[config.mk]
export PLATFORM = sky130hd
export DESIGN_NAME = cci_mpf_svc_vtp_walk_sched_flat
export DESIGN_NICKNAME = d
export VERILOG_FILES = /design/src/rtl/cci_mpf_svc_vtp_walk_sched_pkg.sv /design/src/rtl/cci_mpf_svc_vtp_walk_sched_if.sv /design/src/rtl/cci_mpf_svc_vtp_walk_sched_cam.sv /design/src/rtl/cci_mpf_svc_vtp_walk_sched.sv /design/src/flat_wrapper.sv
export SDC_FILE = /design/constraint.sdc
export NUM_CORES = 1
export LEC_CHECK = 0
export ABC_AREA = 1
export ABC_CLOCK_PERIOD_IN_PS = 4700
export BUFFER_PORTS_ARGS = -buffer_cell sky130_fd_sc_hd__buf_2
export CAP_MARGIN = 15
export CORE_AREA = 2 2 149 151
export CTS_BUF_LIST = sky130_fd_sc_hd__clkbuf_8
export CTS_CLUSTER_DIAMETER = 150
export CTS_CLUSTER_SIZE = 40
export DETAILED_ROUTE_END_ITERATION = 7
export DIE_AREA = 0 0 151 153
export GPL_TIMING_DRIVEN = 0
export PLACE_DENSITY = 0.62
export SYNTH_ARGS = -nofsm -noshare
export SYNTH_HDL_FRONTEND = slang
export SYNTH_SLANG_ARGS = --single-unit
[constraint.sdc]
create_clock -name clk -period 4.7 [get_ports clk]
set_input_delay 0.47 -clock clk [delete_from_list [all_inputs] [get_ports clk]]
set_output_delay 0.47 -clock clk [all_outputs]
set_load 0.01 [all_outputs]
[src/rtl/cci_mpf_svc_vtp_walk_sched_pkg.sv]
// Shared VTP page-walk scheduler definitions.
//   t_tlb_4kb_va_page_idx            4KB VA page index (VA bits above the page offset)
//   CCI_PT_4KB_PAGE_OFFSET_BITS      page offset width of a 4KB page
//   CCI_MPF_VTP_N_PENDING_WALKS      default pending-walk table depth
//   t_cci_mpf_vtp_walk_sched_state   scheduler FSM state
package cci_mpf_svc_vtp_walk_sched_pkg;

  localparam int unsigned CCI_MPF_VTP_VA_BITS = 48;
  localparam int unsigned CCI_PT_4KB_PAGE_OFFSET_BITS = 12;

  typedef logic [CCI_MPF_VTP_VA_BITS-CCI_PT_4KB_PAGE_OFFSET_BITS-1:0] t_tlb_4kb_va_page_idx;

  localparam int unsigned CCI_MPF_VTP_N_PENDING_WALKS = 4;

  typedef enum logic [0:0] {
    StIdle = 1'b0,
    StWait = 1'b1
  } t_cci_mpf_vtp_walk_sched_state;

endpackage

[src/rtl/cci_mpf_svc_vtp_walk_sched_if.sv]
// Signal bundle between the TLB miss / page walker side and the walk scheduler.
//   master: the scheduler (consumes misses and walker status, drives walk requests and stats)
//   slave:  the surrounding VTP logic (drives misses and walker status)
interface cci_mpf_svc_vtp_walk_sched_if
  import cci_mpf_svc_vtp_walk_sched_pkg::*;
#(
  parameter int unsigned N_PENDING    = CCI_MPF_VTP_N_PENDING_WALKS,
  parameter int unsigned VA_PAGE_BITS = $bits(t_tlb_4kb_va_page_idx)
);

  logic                        missEn;
  logic [VA_PAGE_BITS-1:0]     missVA;
  logic                        fillRdy;
  logic                        walkReqEn;
  logic [VA_PAGE_BITS-1:0]     walkReqVA;
  logic                        walkReqRdy;
  logic                        walkDone;
  logic                        walkNotPresent;
  logic                        busy;
  logic [$clog2(N_PENDING):0]  pendingCount;
  logic                        statDropDup;
  logic                        statDropFull;
  logic                        statNotPresent;

  modport master (
    input  missEn, missVA, fillRdy, walkReqRdy, walkDone, walkNotPresent,
    output walkReqEn, walkReqVA, busy, pendingCount, statDropDup, statDropFull, statNotPresent
  );

  modport slave (
    output missEn, missVA, fillRdy, walkReqRdy, walkDone, walkNotPresent,
    input  walkReqEn, walkReqVA, busy, pendingCount, statDropDup, statDropFull, statNotPresent
  );

endinterface

[src/rtl/cci_mpf_svc_vtp_walk_sched_cam.sv]
// Pending-walk table storage: N_PENDING entries of valid bit + 4KB VA page index.
//   clk, reset          clock, synchronous active-high reset (clears all valid bits)
//   wr_en/wr_idx/wr_va  write a new valid entry
//   inv_en/inv_idx      invalidate an entry (write wins if both hit the same index)
//   lookup_va, match    combinational per-entry exact match against valid entries
//   head_idx, head_va   read port for the entry at the head pointer
module cci_mpf_svc_vtp_walk_sched_cam
  import cci_mpf_svc_vtp_walk_sched_pkg::*;
#(
  parameter int unsigned N_PENDING    = CCI_MPF_VTP_N_PENDING_WALKS,
  parameter int unsigned VA_PAGE_BITS = $bits(t_tlb_4kb_va_page_idx)
) (
  input  logic                         clk,
  input  logic                         reset,
  input  logic                         wr_en,
  input  logic [$clog2(N_PENDING)-1:0] wr_idx,
  input  logic [VA_PAGE_BITS-1:0]      wr_va,
  input  logic                         inv_en,
  input  logic [$clog2(N_PENDING)-1:0] inv_idx,
  input  logic [VA_PAGE_BITS-1:0]      lookup_va,
  output logic [N_PENDING-1:0]         match,
  input  logic [$clog2(N_PENDING)-1:0] head_idx,
  output logic [VA_PAGE_BITS-1:0]      head_va
);

  logic [N_PENDING-1:0]    valid_q;
  logic [VA_PAGE_BITS-1:0] va_q [N_PENDING];

  always_ff @(posedge clk) begin
    if (reset) begin
      valid_q <= '0;
    end else begin
      if (inv_en) valid_q[inv_idx] <= 1'b0;
      if (wr_en)  valid_q[wr_idx]  <= 1'b1;
    end
  end

  // VA storage needs no reset; it is only observed through valid entries.
  always_ff @(posedge clk) begin
    if (wr_en) va_q[wr_idx] <= wr_va;
  end

  always_comb begin
    match = '0;
    for (int i = 0; i < int'(N_PENDING); i++) begin
      match[i] = valid_q[i] && (va_q[i] == lookup_va);
    end
  end

  assign head_va = va_q[head_idx];

`ifndef SYNTHESIS
  always_ff @(posedge clk) begin
    if (!reset) begin
      for (int i = 0; i < int'(N_PENDING); i++) begin
        for (int j = i + 1; j < int'(N_PENDING); j++) begin
          assert (!(valid_q[i] && valid_q[j] && (va_q[i] == va_q[j])))
            else $error("walk_sched_cam: entries %0d and %0d hold the same VA", i, j);
        end
      end
    end
  end
`endif

endmodule

[src/rtl/cci_mpf_svc_vtp_walk_sched.sv]
// Page-walk request scheduler between the merged TLB miss outputs and the page table walker.
// Queues unique missed 4KB pages in arrival order, drops duplicates of queued or in-flight
// walks, and issues one walk at a time, retiring it when the walker completes.
//   clk, reset   clock, synchronous active-high reset
//   bus (master) missEn/missVA/fillRdy in; walkReqEn/walkReqVA out, walkReqRdy in;
//                walkDone/walkNotPresent in; busy, pendingCount and stat* pulses out
module cci_mpf_svc_vtp_walk_sched
  import cci_mpf_svc_vtp_walk_sched_pkg::*;
#(
  parameter int unsigned N_PENDING      = CCI_MPF_VTP_N_PENDING_WALKS,
  parameter int unsigned VA_PAGE_BITS   = $bits(t_tlb_4kb_va_page_idx),
  parameter int unsigned DEBUG_MESSAGES = 0
) (
  input logic                          clk,
  input logic                          reset,
  cci_mpf_svc_vtp_walk_sched_if.master bus
);

  localparam int unsigned PtrW = $clog2(N_PENDING);
  localparam int unsigned CntW = PtrW + 1;

  logic [PtrW-1:0]         head_q, tail_q;
  logic [CntW-1:0]         count_q, count_d;
  logic                    busy_q;
  logic                    stat_drop_dup_q, stat_drop_full_q, stat_not_present_q;
  logic                    walk_req_en_q;
  logic [VA_PAGE_BITS-1:0] walk_req_va_q;
  t_cci_mpf_vtp_walk_sched_state state_q;

  logic [N_PENDING-1:0]    match;
  logic [VA_PAGE_BITS-1:0] head_va;
  logic                    capture, dup, full, drop_full, enq, retire;

  cci_mpf_svc_vtp_walk_sched_cam #(
    .N_PENDING    (N_PENDING),
    .VA_PAGE_BITS (VA_PAGE_BITS)
  ) u_cam (
    .clk       (clk),
    .reset     (reset),
    .wr_en     (enq),
    .wr_idx    (tail_q),
    .wr_va     (bus.missVA),
    .inv_en    (retire),
    .inv_idx   (head_q),
    .lookup_va (bus.missVA),
    .match     (match),
    .head_idx  (head_q),
    .head_va   (head_va)
  );

  // The in-flight head stays valid until its retire edge, so a miss on the page being
  // retired this cycle matches and is dropped: the fill has already happened.
  always_comb begin
    capture   = bus.missEn && bus.fillRdy;
    dup       = capture && (|match);
    full      = (count_q == CntW'(N_PENDING));
    drop_full = capture && !(|match) && full;
    enq       = capture && !(|match) && !full;
    retire    = (state_q == StWait) && (bus.walkDone || bus.walkNotPresent);
  end

  always_comb begin
    count_d = count_q;
    case ({enq, retire})
      2'b10:   count_d = count_q + CntW'(1);
      2'b01:   count_d = count_q - CntW'(1);
      default: count_d = count_q;
    endcase
  end

  always_ff @(posedge clk) begin
    if (reset) begin
      head_q             <= '0;
      tail_q             <= '0;
      count_q            <= '0;
      busy_q             <= 1'b0;
      stat_drop_dup_q    <= 1'b0;
      stat_drop_full_q   <= 1'b0;
    end else begin
      if (enq)    tail_q <= tail_q + PtrW'(1);
      if (retire) head_q <= head_q + PtrW'(1);
      count_q          <= count_d;
      busy_q           <= (count_q != '0);
      stat_drop_dup_q  <= dup;
      stat_drop_full_q <= drop_full;
    end
  end

  // Issue/retire FSM with registered one-cycle walk request.
  always_ff @(posedge clk) begin
    if (reset) begin
      state_q            <= StIdle;
      walk_req_en_q      <= 1'b0;
      walk_req_va_q      <= '0;
      stat_not_present_q <= 1'b0;
    end else begin
      walk_req_en_q      <= 1'b0;
      stat_not_present_q <= 1'b0;
      unique case (state_q)
        StIdle: begin
          if ((count_q != '0) && bus.walkReqRdy) begin
            state_q       <= StWait;
            walk_req_en_q <= 1'b1;
            walk_req_va_q <= head_va;
          end
        end
        StWait: begin
          if (retire) begin
            state_q            <= StIdle;
            stat_not_present_q <= bus.walkNotPresent;
          end
        end
        default: state_q <= StIdle;
      endcase
    end
  end

  assign bus.walkReqEn      = walk_req_en_q;
  assign bus.walkReqVA      = walk_req_va_q;
  assign bus.busy           = busy_q;
  assign bus.pendingCount   = count_q;
  assign bus.statDropDup    = stat_drop_dup_q;
  assign bus.statDropFull   = stat_drop_full_q;
  assign bus.statNotPresent = stat_not_present_q;

`ifndef SYNTHESIS
  // Remembers a walk abandoned by reset so its late completion is not flagged.
  logic late_done_ok_q;

  always_ff @(posedge clk) begin
    if (reset) begin
      late_done_ok_q <= late_done_ok_q | (state_q == StWait);
    end else if (bus.walkDone || bus.walkNotPresent) begin
      late_done_ok_q <= 1'b0;
    end
  end

  always_ff @(posedge clk) begin
    if (!reset) begin
      assert (count_q <= CntW'(N_PENDING))
        else $error("walk_sched: pending count %0d exceeds depth", count_q);
      if ((bus.walkDone || bus.walkNotPresent) && (state_q == StIdle) && !late_done_ok_q) begin
        $fatal(1, "walk_sched: walk completion while idle");
      end
    end
  end

  if (DEBUG_MESSAGES != 0) begin : g_debug
    always_ff @(posedge clk) begin
      if (!reset) begin
        if (walk_req_en_q) $info("walk_sched: issue VA 0x%0h", walk_req_va_q);
        if (retire) $info("walk_sched: retire VA 0x%0h notPresent=%0d", head_va,
                          bus.walkNotPresent);
        if (dup)       $info("walk_sched: drop duplicate VA 0x%0h", bus.missVA);
        if (drop_full) $info("walk_sched: drop VA 0x%0h, table full", bus.missVA);
      end
    end
  end
`endif

endmodule

[src/flat_wrapper.sv]
// flat-port wrapper written by rule: the top's interface ports become plain ports
module cci_mpf_svc_vtp_walk_sched_flat import cci_mpf_svc_vtp_walk_sched_pkg::*;
#(
  parameter int unsigned N_PENDING      = CCI_MPF_VTP_N_PENDING_WALKS,
  parameter int unsigned VA_PAGE_BITS   = $bits(t_tlb_4kb_va_page_idx),
  parameter int unsigned DEBUG_MESSAGES = 0
)
  (clk, reset, bus_missEn, bus_missVA, bus_fillRdy, bus_walkReqRdy, bus_walkDone, bus_walkNotPresent, bus_walkReqEn, bus_walkReqVA, bus_busy, bus_pendingCount, bus_statDropDup, bus_statDropFull, bus_statNotPresent);
  cci_mpf_svc_vtp_walk_sched_if #(.N_PENDING(N_PENDING), .VA_PAGE_BITS(VA_PAGE_BITS)) bus_i ();
  input logic clk;
  input logic reset;
  input wire logic [$bits(bus_i.missEn)-1:0] bus_missEn;
  input wire logic [$bits(bus_i.missVA)-1:0] bus_missVA;
  input wire logic [$bits(bus_i.fillRdy)-1:0] bus_fillRdy;
  input wire logic [$bits(bus_i.walkReqRdy)-1:0] bus_walkReqRdy;
  input wire logic [$bits(bus_i.walkDone)-1:0] bus_walkDone;
  input wire logic [$bits(bus_i.walkNotPresent)-1:0] bus_walkNotPresent;
  output wire logic [$bits(bus_i.walkReqEn)-1:0] bus_walkReqEn;
  output wire logic [$bits(bus_i.walkReqVA)-1:0] bus_walkReqVA;
  output wire logic [$bits(bus_i.busy)-1:0] bus_busy;
  output wire logic [$bits(bus_i.pendingCount)-1:0] bus_pendingCount;
  output wire logic [$bits(bus_i.statDropDup)-1:0] bus_statDropDup;
  output wire logic [$bits(bus_i.statDropFull)-1:0] bus_statDropFull;
  output wire logic [$bits(bus_i.statNotPresent)-1:0] bus_statNotPresent;
  assign bus_i.missEn = bus_missEn;
  assign bus_i.missVA = bus_missVA;
  assign bus_i.fillRdy = bus_fillRdy;
  assign bus_i.walkReqRdy = bus_walkReqRdy;
  assign bus_i.walkDone = bus_walkDone;
  assign bus_i.walkNotPresent = bus_walkNotPresent;
  assign bus_walkReqEn = bus_i.walkReqEn;
  assign bus_walkReqVA = bus_i.walkReqVA;
  assign bus_busy = bus_i.busy;
  assign bus_pendingCount = bus_i.pendingCount;
  assign bus_statDropDup = bus_i.statDropDup;
  assign bus_statDropFull = bus_i.statDropFull;
  assign bus_statNotPresent = bus_i.statNotPresent;
  cci_mpf_svc_vtp_walk_sched #(.N_PENDING(N_PENDING), .VA_PAGE_BITS(VA_PAGE_BITS), .DEBUG_MESSAGES(DEBUG_MESSAGES)) u_core (.clk(clk), .reset(reset), .bus(bus_i));
endmodule
## After elaboration in Yosys (flattened, before gate mapping)

Memory sizes are Yosys's and may differ from the RTL's. A register that Yosys moved wholly into a read port is not among the register bits.
Cells that the tools add are included.

| operators by class | value |
|---|---|
| reductions and logical operators | 22 |
| muxes and demuxes | 13 |
| bitwise gates (word level) | 5 |
| add/subtract/negate cells | 4 |
| shifts and indexed selects | 0 |
| div/mod/pow operators | 0 |
| equal/unequal tests | 7 |
| $lt $le $gt $ge | 4 |
| multiply operators | 0 |

Operators by type and width:

| kind | count |
|---|---|
| $eq A36 B36 Y1 | 4 |
| $logic_and A1 B1 Y1 | 13 |
| $mux W4 | 3 |
| $lt A2 B3 Y1 const B | 2 |
| $mux W1 | 6 |
| $pmux W3 S2 | 1 |
| $add A2 B1 Y2 const B | 2 |
| $and A4 B4 Y4 | 1 |
| $demux W1 S2 | 2 |
| $ge A2 B1 Y1 const B | 2 |
| $not A4 Y4 | 1 |
| $or A4 B4 Y4 | 1 |
| $reduce_or A4 Y1 | 1 |
| $add A3 B1 Y3 const B | 1 |
| $eq A3 B3 Y1 const B | 1 |
| $reduce_bool A3 Y1 | 1 |
| $reduce_or A3 Y1 | 1 |
| $sub A3 B1 Y3 const B | 1 |
| $eq A2 B1 Y1 const B | 1 |
| $eq A2 B2 Y1 const B | 1 |
| $logic_not A1 Y1 | 2 |
| $not A1 Y1 | 2 |
| $pmux W1 S2 | 1 |
| $reduce_and A2 Y1 | 1 |
| other kinds (3) | 3 |

| word-level totals | value |
|---|---|
| memories | 1 |
| logic and storage cells | 66 |
| output and inout bits | 44 |
| ROM bits | 0 |
| latch bits | 0 |
| bits in writable memories | 144 |
| input bits | 43 |
| bits in registers | 17 |

Memory list:

| name | depth | width | read ports | clocked after memory_dff | write ports | RTL line | text |
|---|---|---|---|---|---|---|---|
| u_core.u_cam.va_q | 4 | 36 | 5 | 1 | 1 | cci_mpf_svc_vtp_walk_sched_cam.sv:27 | `logic [VA_PAGE_BITS-1:0] va_q [N_PENDING];` |

## Depth between registers and ports, before layout

| logic depth | value |
|---|---|
| word-level depth | 10 |
| mapped depth | 20 |
| gate-level depth less buffers | 19 |

## By module

A second synthesis with hierarchy kept.

| unflattened totals | value |
|---|---|
| cells, all modules | 1169 |
| area total of the unflattened synthesis | 9794.4 um^2 |

Modules (own cells, without submodules):

| module | cells each | area each (um^2) | instances |
|---|---|---|---|
| cci_mpf_svc_vtp_walk_sched_cam | 933 | 7866.3 | 1 |
| cci_mpf_svc_vtp_walk_sched | 236 | 1928.1 | 1 |

## Least setup slack after synthesis

OpenSTA, ideal clock, no wires.

| timing | value |
|---|---|
| kind | input-to-reg |
| start point | input bus_missVA[10] |
| end point | memory u_core.u_cam.va_q[0][0] in the netlist's numbering, enable pin |
| stages on the path | 14 |
| setup time | 0.391 ns |
| buffers on the path | 1 |
| slack | 2.219 ns |
| data arrival time | 2.090 ns |
| data required time | 4.309 ns |
| path through | buf_2 > inv_1 > nand2_1 > nand2_1 > inv_1 > nand2_1 > nor2_1 > nand2_1 > nor2_1 > nand3_2 > nand2_2 > nor2_4 > nand3_1 > inv_1 |

| on the way | value |
|---|---|
| cells in the longest elaborated chain, start to end | 8 |
| elaborated cells on any way between the ends | 14 |
| those cells by class | eq/ne: 4; mux: 2; reduce/logical: 8 |

RTL lines:

| item | RTL line | text |
|---|---|---|
| from (decl) | flat_wrapper.sv:13 | `input wire logic [$bits(bus_i.missVA)-1:0] bus_missVA;` |
| $eq A36 B36 Y1 | cci_mpf_svc_vtp_walk_sched_cam.sv:46 | `match[i] = valid_q[i] && (va_q[i] == lookup_va);` |
| $logic_and A1 B1 Y1 | cci_mpf_svc_vtp_walk_sched_cam.sv:46 |  |
| $reduce_or A4 Y1 (*) | cci_mpf_svc_vtp_walk_sched.sv:58 | `enq = capture && !(\|match) && !full;` |
| $logic_not A1 Y1 (*) | cci_mpf_svc_vtp_walk_sched.sv:58 |  |
| $logic_and A1 B1 Y1 (*) (2 in series) | cci_mpf_svc_vtp_walk_sched.sv:58 |  |
| $mux W1 (*) | cci_mpf_svc_vtp_walk_sched_cam.sv:40 | `if (wr_en) va_q[wr_idx] <= wr_va;` |
| $mux W1 (not written as such) (*) | cci_mpf_svc_vtp_walk_sched_cam.sv:40 |  |
| to (decl) | cci_mpf_svc_vtp_walk_sched_cam.sv:27 |  |

Mark *: on every way between the ends. The rest lies on a longest branch, timed or not.

==> metrics <==
LEAKAGE=4.50 nW; Tot Pwr=3.76 mW; EDFF count, synth=144; distinct cell type count after synthesis=30; Mapped Cells=1089; Worst EP required=5.07 ns; number of global-route vias before repair=7715; Critical path buffers and inverters=1; GP Congestion=between 0.9 and 1; area of the multi-input gates=around 3400 sq um; core area=around 21000 sq um; FF/Latch Area=about 5400 sq um; Final min period=3.19 ns; Post-CTS Hold Buffers=0; die height=roughly 150 microns; setup_tns=0 ns; type of the tightest min-delay check=in -> reg; slew of the pin with the lowest slew margin=1.07 ns; CTS Buf Count=17; Worst VDD drop=0.181 mV; max cap viols=0; worst skew pair latency=around 0.48 ns; dpl cell area=10500 sq um; pwr dens=347 nW/um^2; Cell Area, Synth=9590 sq um; pre-CTS WS=1.32 ns; Layout Nets=approximately 1300; slowest stage delay, CP=0.57 ns; clock transition at the registers of the reported paths=0.11 ns; layout cells sized above 1=between 10% and 20%; #FFs+latches synth=197; final core utilization=50.4%; Crit Path Class=reg -> reg; Avg Inst Size Synth=8.81 sq um; row cnt=54; Iter 0 DRT Violations=1013; endpoints failing setup=0; outcome=finished clean; commonest non-fill, non-tap cell in the layout=nand2_1; commonest non-fill, non-tap cells in the layout=nand2_1, edfxtp_1, inv_1, buf_2, o21ai_0; Via Count=8267; Initial Util=44.6%; Remaining DRCs=0; initial antenna violation count=0; worst hold margin=0.200 ns; I/O Pins=87; largest net degree at the start of global routing=30; RSZ-0062 raised after global routing=no; cells along the critical path=a21boi_0 > nand2_1 > nor2_1 > nand2_1 > nor2_1 > nand3_1 > nand2_2 > nor2_4 > nand2_4 > ha_1 > inv_1 > fa_1 > a21oi_1 > o21ai_0 > o21ai_0 > a21oi_1; CP delay by family, top=simple AND/OR/NAND/NOR gates; ys flop type=edfxtp_1; Worst setup EP type=register; P&R area growth vs syn=12.9%; drt first pass iters=6; sequential fraction of the synthesis area=56.2%; diode count=0; cell count after placement=1459; Tcrit/Tclk final=67.9%; final worst setup slack=around 1.5 ns; slowest cell on the critical path=a21boi_0; YS warnings=0; Detail Route Antenna Nets=0; ys async rst share=0%; total grt overflow=0; CP startpoint kind=register; CTS resizes=0; drt wl/cell=22.7 microns; FMAX=between 300 and 400 MHz; final hold viol count=0; global-route wire length before repair=~50 mm; Die Wd=approximately 150 microns; Setup Buffers After CTS=0; Setup Skew=0.0203 ns; Worst Path Arrival=3.56 ns; wirelength, routed=approximately 34 mm; Total GRT Usage=between 20% and 30%; DR vias/cell=5.54; Fillers=between 2000 and 2500; Final Cell Area=10800 sq um; number of I/O port buffers=86; syn nets=1142; clock root buffer=clkbuf_8; CTS tree=yes; Worst Path Max Fanout=9; H-tree levels=4; clock buffer depth=2; slew margin rel.=28.5%; Clock Sinks=197; max-slew violations=0; HPWL after DPL=24.3 mm; Die Area=about 23000 sq um; Post-Layout Cell Count=roughly 1500
-- kinds of logic after synthesis --
group,share of synthesized area (%)
simple gates,17.5
compound gates,13.3
buf+inv,7.88
flops,56.2
xor+xnor,3.84
fa+ha+maj,1.38
-- flip-flops by register name, indices dropped and copies added, names as in the netlist --
signal / count
u_core.u_cam.va_q: 144
u_core.bus.walkReqVA: 36
u_core.u_cam.valid_q: 4
u_core.bus.pendingCount: 3
u_core.head_q: 2
u_core.tail_q: 2
u_core.bus.busy: 1
u_core.bus.statDropDup: 1
u_core.bus.statDropFull: 1
u_core.bus.statNotPresent: 1
u_core.bus.walkReqEn: 1
u_core.state_q: 1
-- tightest hold or removal path: stages --
cell and delay [ns]:
buf_2 0.10, nand2_1 0.05, nor2_1 0.03
-- synthesized netlist by cell type, types with 5 or more instances --
library cell	instances	area, sq um
a21oi_1	54	270
nor3_1	5	25.0
edfxtp_1	144	4320
o21ai_1	8	40.0
inv_1	139	522
ha_1	9	113
nor2_1	86	323
nand4_1	21	131
xnor2_1	38	333
nand2_1	279	1050
buf_2	10	50.1
o22ai_1	14	87.6
inv_2	16	60.1
o21ai_0	94	470
dfxtp_1	53	1060
a31oi_1	36	225
o211ai_1	15	113
nand3_1	8	40.0
clkbuf_1	30	113
-- power by group --
part	internal, mW	total, mW	switching (mW)	leakage [nW]
Combinational	0.190	0.656	0.466	2.57
Sequential	1.95	2.01	0.0542	1.74
Clock	0.467	1.09	0.626	0.191
-- metal layers --
layer  vias up  routed length (microns)  GRT usage (%)
li1       3836                        -              -
met5         -                        0              0
met1      3897                    14200           41.4
met2       462                    15200           46.0
met4         0                     1170           10.9
met3        72                     3270           6.72
-- area by class of cell --
class	count	area share (%)
buffer	43	1.61
clock buffer	17	2.16
clock inverter	15	1.29
inverter	155	5.38
multi-input combinational	694	31.9
sequential	197	49.8
tap	280	3.24
timing repair buffer	90	4.72
-- path summary, 6_finish.rpt --
path / from / to / slack (ns) / depth (start not counted)
worst max-delay path: u_core.u_cam.va_q[1][2] / u_core.bus.pendingCount[2] / 1.51 / 16
worst max register to register: u_core.u_cam.va_q[1][2] / u_core.bus.pendingCount[2] / 1.51 / 16
worst min register to register: u_core.u_cam.valid_q[2] / u_core.u_cam.valid_q[2] / 0.49 / 2
worst min-delay path: bus_walkNotPresent / u_core.bus.statNotPresent / 0.20 / 3
(Power assumes the default switching activity.)
